**src/rtl/restoring_divider_pkg.sv**
```systemverilog
// Shared definitions for the restoring divider: FSM states, output-word
// select codes and the default operand width.
package restoring_divider_pkg;

   localparam int DEFAULT_WIDTH = 5;

   typedef enum logic [2:0] {
      IDLE,
      LOAD_X,
      LOAD_Y,
      CALC,
      OUT_Q,
      OUT_R
   } state_t;

   typedef enum logic [1:0] {
      SEL_NONE,
      SEL_Q,
      SEL_R
   } out_sel_t;

endpackage

```
**src/rtl/restoring_divider_if.sv**
```systemverilog
// Handshake and operand/result bus of the restoring divider.
// The requester drives start/data_in; the divider returns status and results.
interface restoring_divider_if
   import restoring_divider_pkg::*;
#(
   parameter int WIDTH = DEFAULT_WIDTH
);

   logic             start;
   logic [WIDTH-1:0] data_in;
   logic             ready;
   logic             valid_out;
   logic             out_rem;
   logic             div_zero;
   logic [WIDTH-1:0] data_out;

   modport master (
      output start,
      output data_in,
      input  ready,
      input  valid_out,
      input  out_rem,
      input  div_zero,
      input  data_out
   );

   modport slave (
      input  start,
      input  data_in,
      output ready,
      output valid_out,
      output out_rem,
      output div_zero,
      output data_out
   );

endinterface

```
**src/rtl/restoring_divider_datapath.sv**
```systemverilog
// Datapath of the restoring divider: partial remainder A, dividend/quotient
// register X, divisor Y, the WIDTH+1-bit trial subtractor, the restore
// select and the result-word mux. All sequencing comes from the controller.
module div_datapath
   import restoring_divider_pkg::*;
#(
   parameter int WIDTH = DEFAULT_WIDTH
) (
   input  logic             clk,
   input  logic             rst,
   input  logic             load_x,
   input  logic             load_y,
   input  logic             shift,
   input  out_sel_t         out_sel,
   input  logic [WIDTH-1:0] data_in,
   output logic [WIDTH-1:0] data_out,
   output logic             div_zero
);

   logic [WIDTH:0]     a;
   logic [WIDTH-1:0]   x;
   logic [WIDTH-1:0]   y;

   logic [2*WIDTH:0]   ax_shift;
   logic [WIDTH:0]     a_shift;
   logic [WIDTH-1:0]   x_shift;
   logic [WIDTH:0]     trial;
   logic               restore;

   // One iteration's combinational step: shift {A,X}, trial-subtract Y, and
   // keep the shifted A whenever the trial result went negative.
   always_comb begin
      ax_shift = {a, x} << 1;
      a_shift  = ax_shift[2*WIDTH:WIDTH];
      x_shift  = ax_shift[WIDTH-1:0];
      trial    = a_shift - {1'b0, y};
      restore  = trial[WIDTH];
   end

   // Operand loads and one restoring iteration per shift cycle; a zero
   // divisor is flagged at load time and simply runs through the same loop.
   always_ff @(posedge clk or posedge rst) begin
      if (rst) begin
         a        <= '0;
         x        <= '0;
         y        <= '0;
         div_zero <= 1'b0;
      end else if (load_x) begin
         x <= data_in;
      end else if (load_y) begin
         y        <= data_in;
         a        <= '0;
         div_zero <= (data_in == '0);
      end else if (shift) begin
         if (restore) begin
            a <= a_shift;
            x <= {x_shift[WIDTH-1:1], 1'b0};
         end else begin
            a <= trial;
            x <= {x_shift[WIDTH-1:1], 1'b1};
         end
      end
   end

   // Result-word mux: quotient lives in X, remainder in the low bits of A.
   always_comb begin
      data_out = '0;
      case (out_sel)
         SEL_Q:   data_out = x;
         SEL_R:   data_out = a[WIDTH-1:0];
         default: data_out = '0;
      endcase
   end

endmodule

```
**src/rtl/restoring_divider.sv**
```systemverilog
// Restoring divider top: sequences operand capture from the shared bus,
// WIDTH restoring iterations, then presents quotient and remainder on
// consecutive cycles before returning to IDLE.
module restoring_divider
   import restoring_divider_pkg::*;
#(
   parameter int WIDTH = DEFAULT_WIDTH
) (
   input  logic                 clk,
   input  logic                 rst,
   restoring_divider_if.slave   bus
);

   localparam int CNT_W = $clog2(WIDTH + 1);

   state_t           state;
   state_t           next_state;
   logic [CNT_W-1:0] count;
   logic             load_x;
   logic             load_y;
   logic             shift;
   out_sel_t         out_sel;
   logic             last_iter;

   assign last_iter = (count == CNT_W'(WIDTH - 1));

   // State register.
   always_ff @(posedge clk or posedge rst) begin
      if (rst) begin
         state <= IDLE;
      end else begin
         state <= next_state;
      end
   end

   // Iteration counter: cleared while the divisor loads, advanced per CALC cycle.
   always_ff @(posedge clk or posedge rst) begin
      if (rst) begin
         count <= '0;
      end else if (load_y) begin
         count <= '0;
      end else if (shift) begin
         count <= count + CNT_W'(1);
      end
   end

   // Next-state logic and datapath controls; start only matters in IDLE.
   always_comb begin
      next_state    = state;
      load_x        = 1'b0;
      load_y        = 1'b0;
      shift         = 1'b0;
      out_sel       = SEL_NONE;
      bus.ready     = 1'b0;
      bus.valid_out = 1'b0;
      bus.out_rem   = 1'b0;
      case (state)
         IDLE: begin
            bus.ready = 1'b1;
            if (bus.start) begin
               next_state = LOAD_X;
            end
         end
         LOAD_X: begin
            load_x     = 1'b1;
            next_state = LOAD_Y;
         end
         LOAD_Y: begin
            load_y     = 1'b1;
            next_state = CALC;
         end
         CALC: begin
            shift = 1'b1;
            if (last_iter) begin
               next_state = OUT_Q;
            end
         end
         OUT_Q: begin
            out_sel       = SEL_Q;
            bus.valid_out = 1'b1;
            next_state    = OUT_R;
         end
         OUT_R: begin
            out_sel       = SEL_R;
            bus.valid_out = 1'b1;
            bus.out_rem   = 1'b1;
            next_state    = IDLE;
         end
         default: begin
            next_state = IDLE;
         end
      endcase
   end

   div_datapath #(
      .WIDTH (WIDTH)
   ) u_datapath (
      .clk      (clk),
      .rst      (rst),
      .load_x   (load_x),
      .load_y   (load_y),
      .shift    (shift),
      .out_sel  (out_sel),
      .data_in  (bus.data_in),
      .data_out (bus.data_out),
      .div_zero (bus.div_zero)
   );

endmodule

```
**src/flat_wrapper.sv**
```systemverilog
// flat-port wrapper written by rule: the top's interface ports become plain ports
module restoring_divider_flat import restoring_divider_pkg::*;
#(
   parameter int WIDTH = DEFAULT_WIDTH
)
  (clk, rst, bus_start, bus_data_in, bus_ready, bus_valid_out, bus_out_rem, bus_div_zero, bus_data_out);
  restoring_divider_if #(.WIDTH(WIDTH)) bus_i ();
  input  logic clk;
  input  logic rst;
  input wire logic [$bits(bus_i.start)-1:0] bus_start;
  input wire logic [$bits(bus_i.data_in)-1:0] bus_data_in;
  output wire logic [$bits(bus_i.ready)-1:0] bus_ready;
  output wire logic [$bits(bus_i.valid_out)-1:0] bus_valid_out;
  output wire logic [$bits(bus_i.out_rem)-1:0] bus_out_rem;
  output wire logic [$bits(bus_i.div_zero)-1:0] bus_div_zero;
  output wire logic [$bits(bus_i.data_out)-1:0] bus_data_out;
  assign bus_i.start = bus_start;
  assign bus_i.data_in = bus_data_in;
  assign bus_ready = bus_i.ready;
  assign bus_valid_out = bus_i.valid_out;
  assign bus_out_rem = bus_i.out_rem;
  assign bus_div_zero = bus_i.div_zero;
  assign bus_data_out = bus_i.data_out;
  restoring_divider #(.WIDTH(WIDTH)) u_core (.clk(clk), .rst(rst), .bus(bus_i));
endmodule
```
**config.mk**
```make
export PLATFORM = sky130hd
export DESIGN_NAME = restoring_divider_flat
export DESIGN_NICKNAME = d
export VERILOG_FILES = /design/src/rtl/restoring_divider_pkg.sv /design/src/rtl/restoring_divider_if.sv /design/src/rtl/restoring_divider_datapath.sv /design/src/rtl/restoring_divider.sv /design/src/flat_wrapper.sv
export SDC_FILE = /design/constraint.sdc
export NUM_CORES = 1
export LEC_CHECK = 0
export CAP_MARGIN = 20
export CORE_MARGIN = 5
export CORE_UTILIZATION = 45
export DETAILED_ROUTE_END_ITERATION = 10
export PLACE_DENSITY = 0.65
export SLEW_MARGIN = 20
export SYNTH_ARGS = -nofsm -noshare
export SYNTH_HDL_FRONTEND = slang
export SYNTH_SLANG_ARGS = --single-unit
```
**constraint.sdc**
```tcl
create_clock -name clk -period 2.2 [get_ports clk]
set_clock_uncertainty 0.05 [all_clocks]
set_input_delay 0.33 -clock clk [delete_from_list [all_inputs] [get_ports clk]]
set_output_delay 0.33 -clock clk [all_outputs]
set_load 0.1 [all_outputs]
```
* After elaboration in Yosys (flattened, before gate mapping)
Cells that the tools add are included.
** Cells by class
- Add/sub/neg operators :: 2
- $mul :: 0
- Divide/modulo/power cells :: 0
- Order comparisons :: 0
- Equal/unequal tests :: 11
- Shift operators :: 0
- Mux-type cells :: 20
- Bitwise logic cells :: 1
- Reductions and logical operators :: 9
** Operators with widths (number)
- two-way mux 5 bit :: 6
- case mux 3 bit (5 select lines) :: 1
- two-way mux 3 bit :: 4
- case mux 5 bit (2 select lines) :: 1
- == test 3 bit, second input constant :: 3
- AND reduction 2 bit :: 4
- two-way mux 1 bit :: 7
- == test 3 x 2 -> 1 bit, second input constant :: 2
- subtractor 6 x 5 -> 6 bit :: 1
- zero test 5 bit :: 1
- inequality test 2 x 1 -> 1 bit, second input constant :: 2
- case mux 2 bit (2 select lines) :: 1
- nonzero test 2 bit :: 2
- adder 3 x 1 -> 3 bit, second input constant :: 1
- == test 3 x 1 -> 1 bit, second input constant :: 1
- zero test 3 bit :: 1
- == test 2 x 1 -> 1 bit, second input constant :: 1
- == test 2 bit, second input constant :: 1
- inequality test 2 bit, second input constant :: 1
- OR reduction 2 bit :: 1
- NOT 1 bit :: 1
** Word-level totals
- Register bits after elaboration :: 22
- Latch bits :: 0
- Memory bits (writable) :: 0
- ROM bits :: 0
- Bits of input ports :: 8
- Output and inout port bits :: 9
- Memories :: 0

* Logic depth before layout (Yosys ltp)
- Depth in word-level cells :: 5
- Gate-level depth with buffers :: 9
- Depth with buffers taken out :: 9

* Hierarchy
From an unflattened synthesis, not the netlist that was laid out.
** Second synthesis, totals
- Cells, all modules :: 159
- Area total of the unflattened synthesis :: 1467.7 um^2
** By module, submodules not included
- div_datapath :: instances 1, cells each 117, area each 1079.8 um^2, seq. area each 400.4 um^2
- restoring_divider :: instances 1, cells each 42, area each 387.9 um^2, seq. area each 150.1 um^2

* Least setup slack after synthesis
Ideal clock, no wire load.
- Path kind :: register -> output
- From :: register u_core.state[1]
- To :: output bus_data_out[1]
- Arrival time :: 3181 ps
- Slack :: -1361 ps
- Cell stages (with the launch flop) :: 8
- Buffers on the path :: 1
- Path through :: dfrtp_1 > buf_2 > inv_1 > nand3_1 > inv_1 > ha_1 > a22oi_1 > nor2b_1
** On the way
- Cells in the longest elaborated chain, start to end :: 4
- Elaborated cells on any way between the ends :: 6
- Classes of those cells :: eq/ne: 4; mux: 2
** Ends and longest elaborated chain
- start, declared :: line restoring_divider.sv:16 : state_t state;
- start signal, assigned :: line restoring_divider.sv:32 : state <= next_state;
- == test 3 bit :: line restoring_divider.sv:57 : case (state)
- case mux 2 bit (2 select lines) (*) :: line restoring_divider.sv:57
- == test 2 bit or == test 2 x 1 -> 1 bit (tied branches) :: line restoring_divider_datapath.sv:68 : case (out_sel)
- case mux 5 bit (2 select lines) (*) :: line restoring_divider_datapath.sv:68
- end, declared :: line flat_wrapper.sv:16 : output wire logic [$bits(bus_i.data_out)-1:0] bus_data_out;
Mark *: on every way between the ends. The rest lies on a longest branch, timed or not.

* Worst setup path in the final report
- From :: register u_core.state[0]
- To :: output bus_data_out[2]
Same word-level chain as after synthesis.

==> impl_results.md <==
- Initial antenna violation count: 0
- Global-route wire length before repair: 5361 microns
- Tcrit/Tclk final: 98.63%
- Clock Latency Late Sink: 0.31 ns
- Non-Filler Instances: 220
- CP endpoint kind: primary output
- Pin count of the biggest net entering global routing: 23
- Die H: 65.76 microns
- Mapped Cells: 149
- Drt drc: 0
- I/O pin count: 17
- First-pass DRT Iterations: 4
- Die W: 65.76 microns
- Relative slew slack: 69.02%
- FF-to-FF Start: u_core.u_datapath.a[1]
- Seq cells post-synth: 22
- DP HPWL: 2344 microns
- Fraction of registers with async set/reset: 100.0%
- Fmax: 460.9 MHz
- Hold Vio Cnt, Final: 0
- Crit path DAT: 1.79 ns
- Worst Setup Path Type: flip-flop to primary output
- Actual slew at the worst max-slew pin: 0.4633 ns
- Initial Util: 46.20%
- Vias post-DR: 1113
- Placement-stage cell area: 1783 sq um
- Die area: 4324 sq um
- Max VDD drop: 0.9547 mV
- CTS tree: built
- Filler cell count in the final layout: 234
- Leading register cell type out of synthesis: dfrtp_1
- Syn_nets: 168
- Antenna Nets Post-Route: 0
- Routed WL: 3115 microns
- Reg2Reg Depth: 6
- MaxCap Viol Count: 0
- Diode count: 0
- Critical Path RT: 1.82 ns
- Clk root buf: clkbuf_4
- Commonest non-fill, non-tap cell in the layout: dfrtp_1
- Setup violators final: 0
- NumNets Final: 196
- Most frequent cells in the layout: dfrtp_1, nand2_1, o21ai_0, buf_4, inv_1
- Final setup TNS: 0 ns
- Synth warnings: 0
- Final Slew Violations: 0
- Final worst path period need: 2.170 ns
- Fin area: 1948 sq um
- Overflow after GRT: 0
- Clock-pin slew on the worst setup and hold paths: 0.12 ns
- Status: completed
- Layout cell share with drive strength beyond 1: 32.39%
- CP Launch Type: flip-flop
- Crit Reg-Reg Endpoint: u_core.u_datapath.a[0]
- Layout area overhead: 39.27%
- Dpl cells: 209
- GRT Total Usage: 16.04%
- Mapped Avg Cell Area: 9.388 sq um
- Netlist Area Pre-Place: 1399 sq um
- PD cells: 1341 nW/um^2
- Routed len/inst: 14.16 microns
- CP Max Fanout: 5
- Core area: 3028 sq um
- Vias in the first global route: 1126
- Starting DRC count in detailed routing: 63
- Routability cong.: 0.8305
- Rows: 20
- Distinct cells, synth: 37
- CTS buffer count: 3
- Seq/Total Area, Yosys: 39.36%
- Clock sink total: 22
- Setup repair after global routing missed its margin: true
- Worst hold path class: input port to async pin
- H-tree depth: 1
- Post-synth EDFFs: 0
- Port bufs: 16
- Leakage power: 0.8448 nW
- Longest Clk Path Bufs: 2
- R2r setup slk: 0.07 ns
- Final Util: 64.34%
- Avg Vias per Cell: 5.059
metal layers:
metal / vias up / global-route usage (%) / share of wire, %
met5: - / 0 / 0
met2: 20 / 27.28 / 50
met4: 0 / 5.699 / 1.6
met3: 6 / 1.368 / 3.2
met1: 530 / 21.11 / 45
li1: 557 / - / -
flip-flops by register name (all words and copies together), names as in the netlist:
register and count:
u_core.count 3, u_core.u_datapath.div_zero 1, u_core.u_datapath.a 5, u_core.u_datapath.y 5, u_core.state 3, u_core.u_datapath.x 5
cell usage after synthesis (3+ instances only):
master / n / area, sq um
nor3_1: 3 / 15.01
dfrtp_1: 22 / 550.5
nor2b_1: 6 / 37.54
clkbuf_1: 4 / 15.01
o21ai_1: 4 / 20.02
nand2_1: 20 / 75.07
a22oi_1: 5 / 37.54
nand2b_1: 5 / 31.28
o21ai_0: 15 / 75.07
mux2i_1: 8 / 80.08
ha_1: 10 / 125.1
inv_1: 15 / 56.30
nor2_1: 4 / 15.01
worst max-delay path by stage:
| stage | startpoint | end |
|---|---|---|
| 2_1_floorplan | u_core.state[1] | bus_data_out[1] |
| 3_3_place_gp | u_core.u_datapath.a[1] | u_core.u_datapath.a[0] |
| 3_5_place_dp | u_core.u_datapath.a[1] | u_core.u_datapath.a[0] |
| 4_1_cts | u_core.state[1] | bus_data_out[4] |
| 5_1_grt | u_core.state[0] | bus_data_out[0] |
| 6_report | u_core.state[0] | bus_data_out[2] |
metrics by stage:
stage | hold slack (ns) | total power [W] | setup WS, ns
2_1_floorplan | 0.2692 | 0.001911 | -0.03875
4_1_cts | 0.2832 | 0.002574 | 0.003202
5_1_grt | 0.2987 | 0.002831 | -0.06187
3_3_place_gp | 0.4384 | 0.002174 | 0.2015
6_report | 0.2851 | 0.002612 | 0.03016
3_5_place_dp | 0.4477 | 0.002229 | 0.1029
power breakdown:
group	internal, W	switching [W]
Combinational	0.000711	0.000839
Clock	0.000184	0.000128
Sequential	0.000587	0.000164
logic make-up (layout without fill, tap and decap cells):
| family | count (synthesis) | count (layout) | share of synthesized area (%) |
|---|---|---|---|
| multiplexers | 10 | 10 | 7.603 |
| buffers and inverters | 21 | 48 | 5.992 |
| AND/OR/NAND/NOR | 47 | 47 | 17.00 |
| XOR/XNOR | 3 | 3 | 1.879 |
| AO/OA/AOI/OAI | 35 | 35 | 17.80 |
| adder cells (fa/ha/maj) | 11 | 11 | 10.38 |
| flip-flops | 22 | 22 | 39.36 |
layout make-up:
type / instances / area (sq um) / share of cell area [%]
tap: 44 / 55.05 / 2.826
clock inverter: 1 / 30.03 / 1.541
inverter: 15 / 62.56 / 3.211
multi-input combinational: 106 / 887.1 / 45.54
sequential: 22 / 551.8 / 28.32
timing repair buffer: 29 / 339.1 / 17.41
clock buffer: 3 / 22.52 / 1.156
timing repair:
item | 4_1_cts | 5_1_grt
resized for setup | 9 | 4
endpoints found under the setup margin | 5 | 5
hold endpoints to repair | 0 | 0
hold buffers | 0 | 0
buffers inserted | 2 | 5
pin swaps | 0 | 4
critical path, stage by stage, from the launching register on:
cell and delay, ns:
dfrtp_1 0.44, buf_6 0.14, nand3_4 0.12, clkinvlp_4 0.13, ha_4 0.20, a22oi_2 0.21, nor2b_4 0.07, buf_12 0.16
No activity file was read; power rests on OpenSTA's default activity.
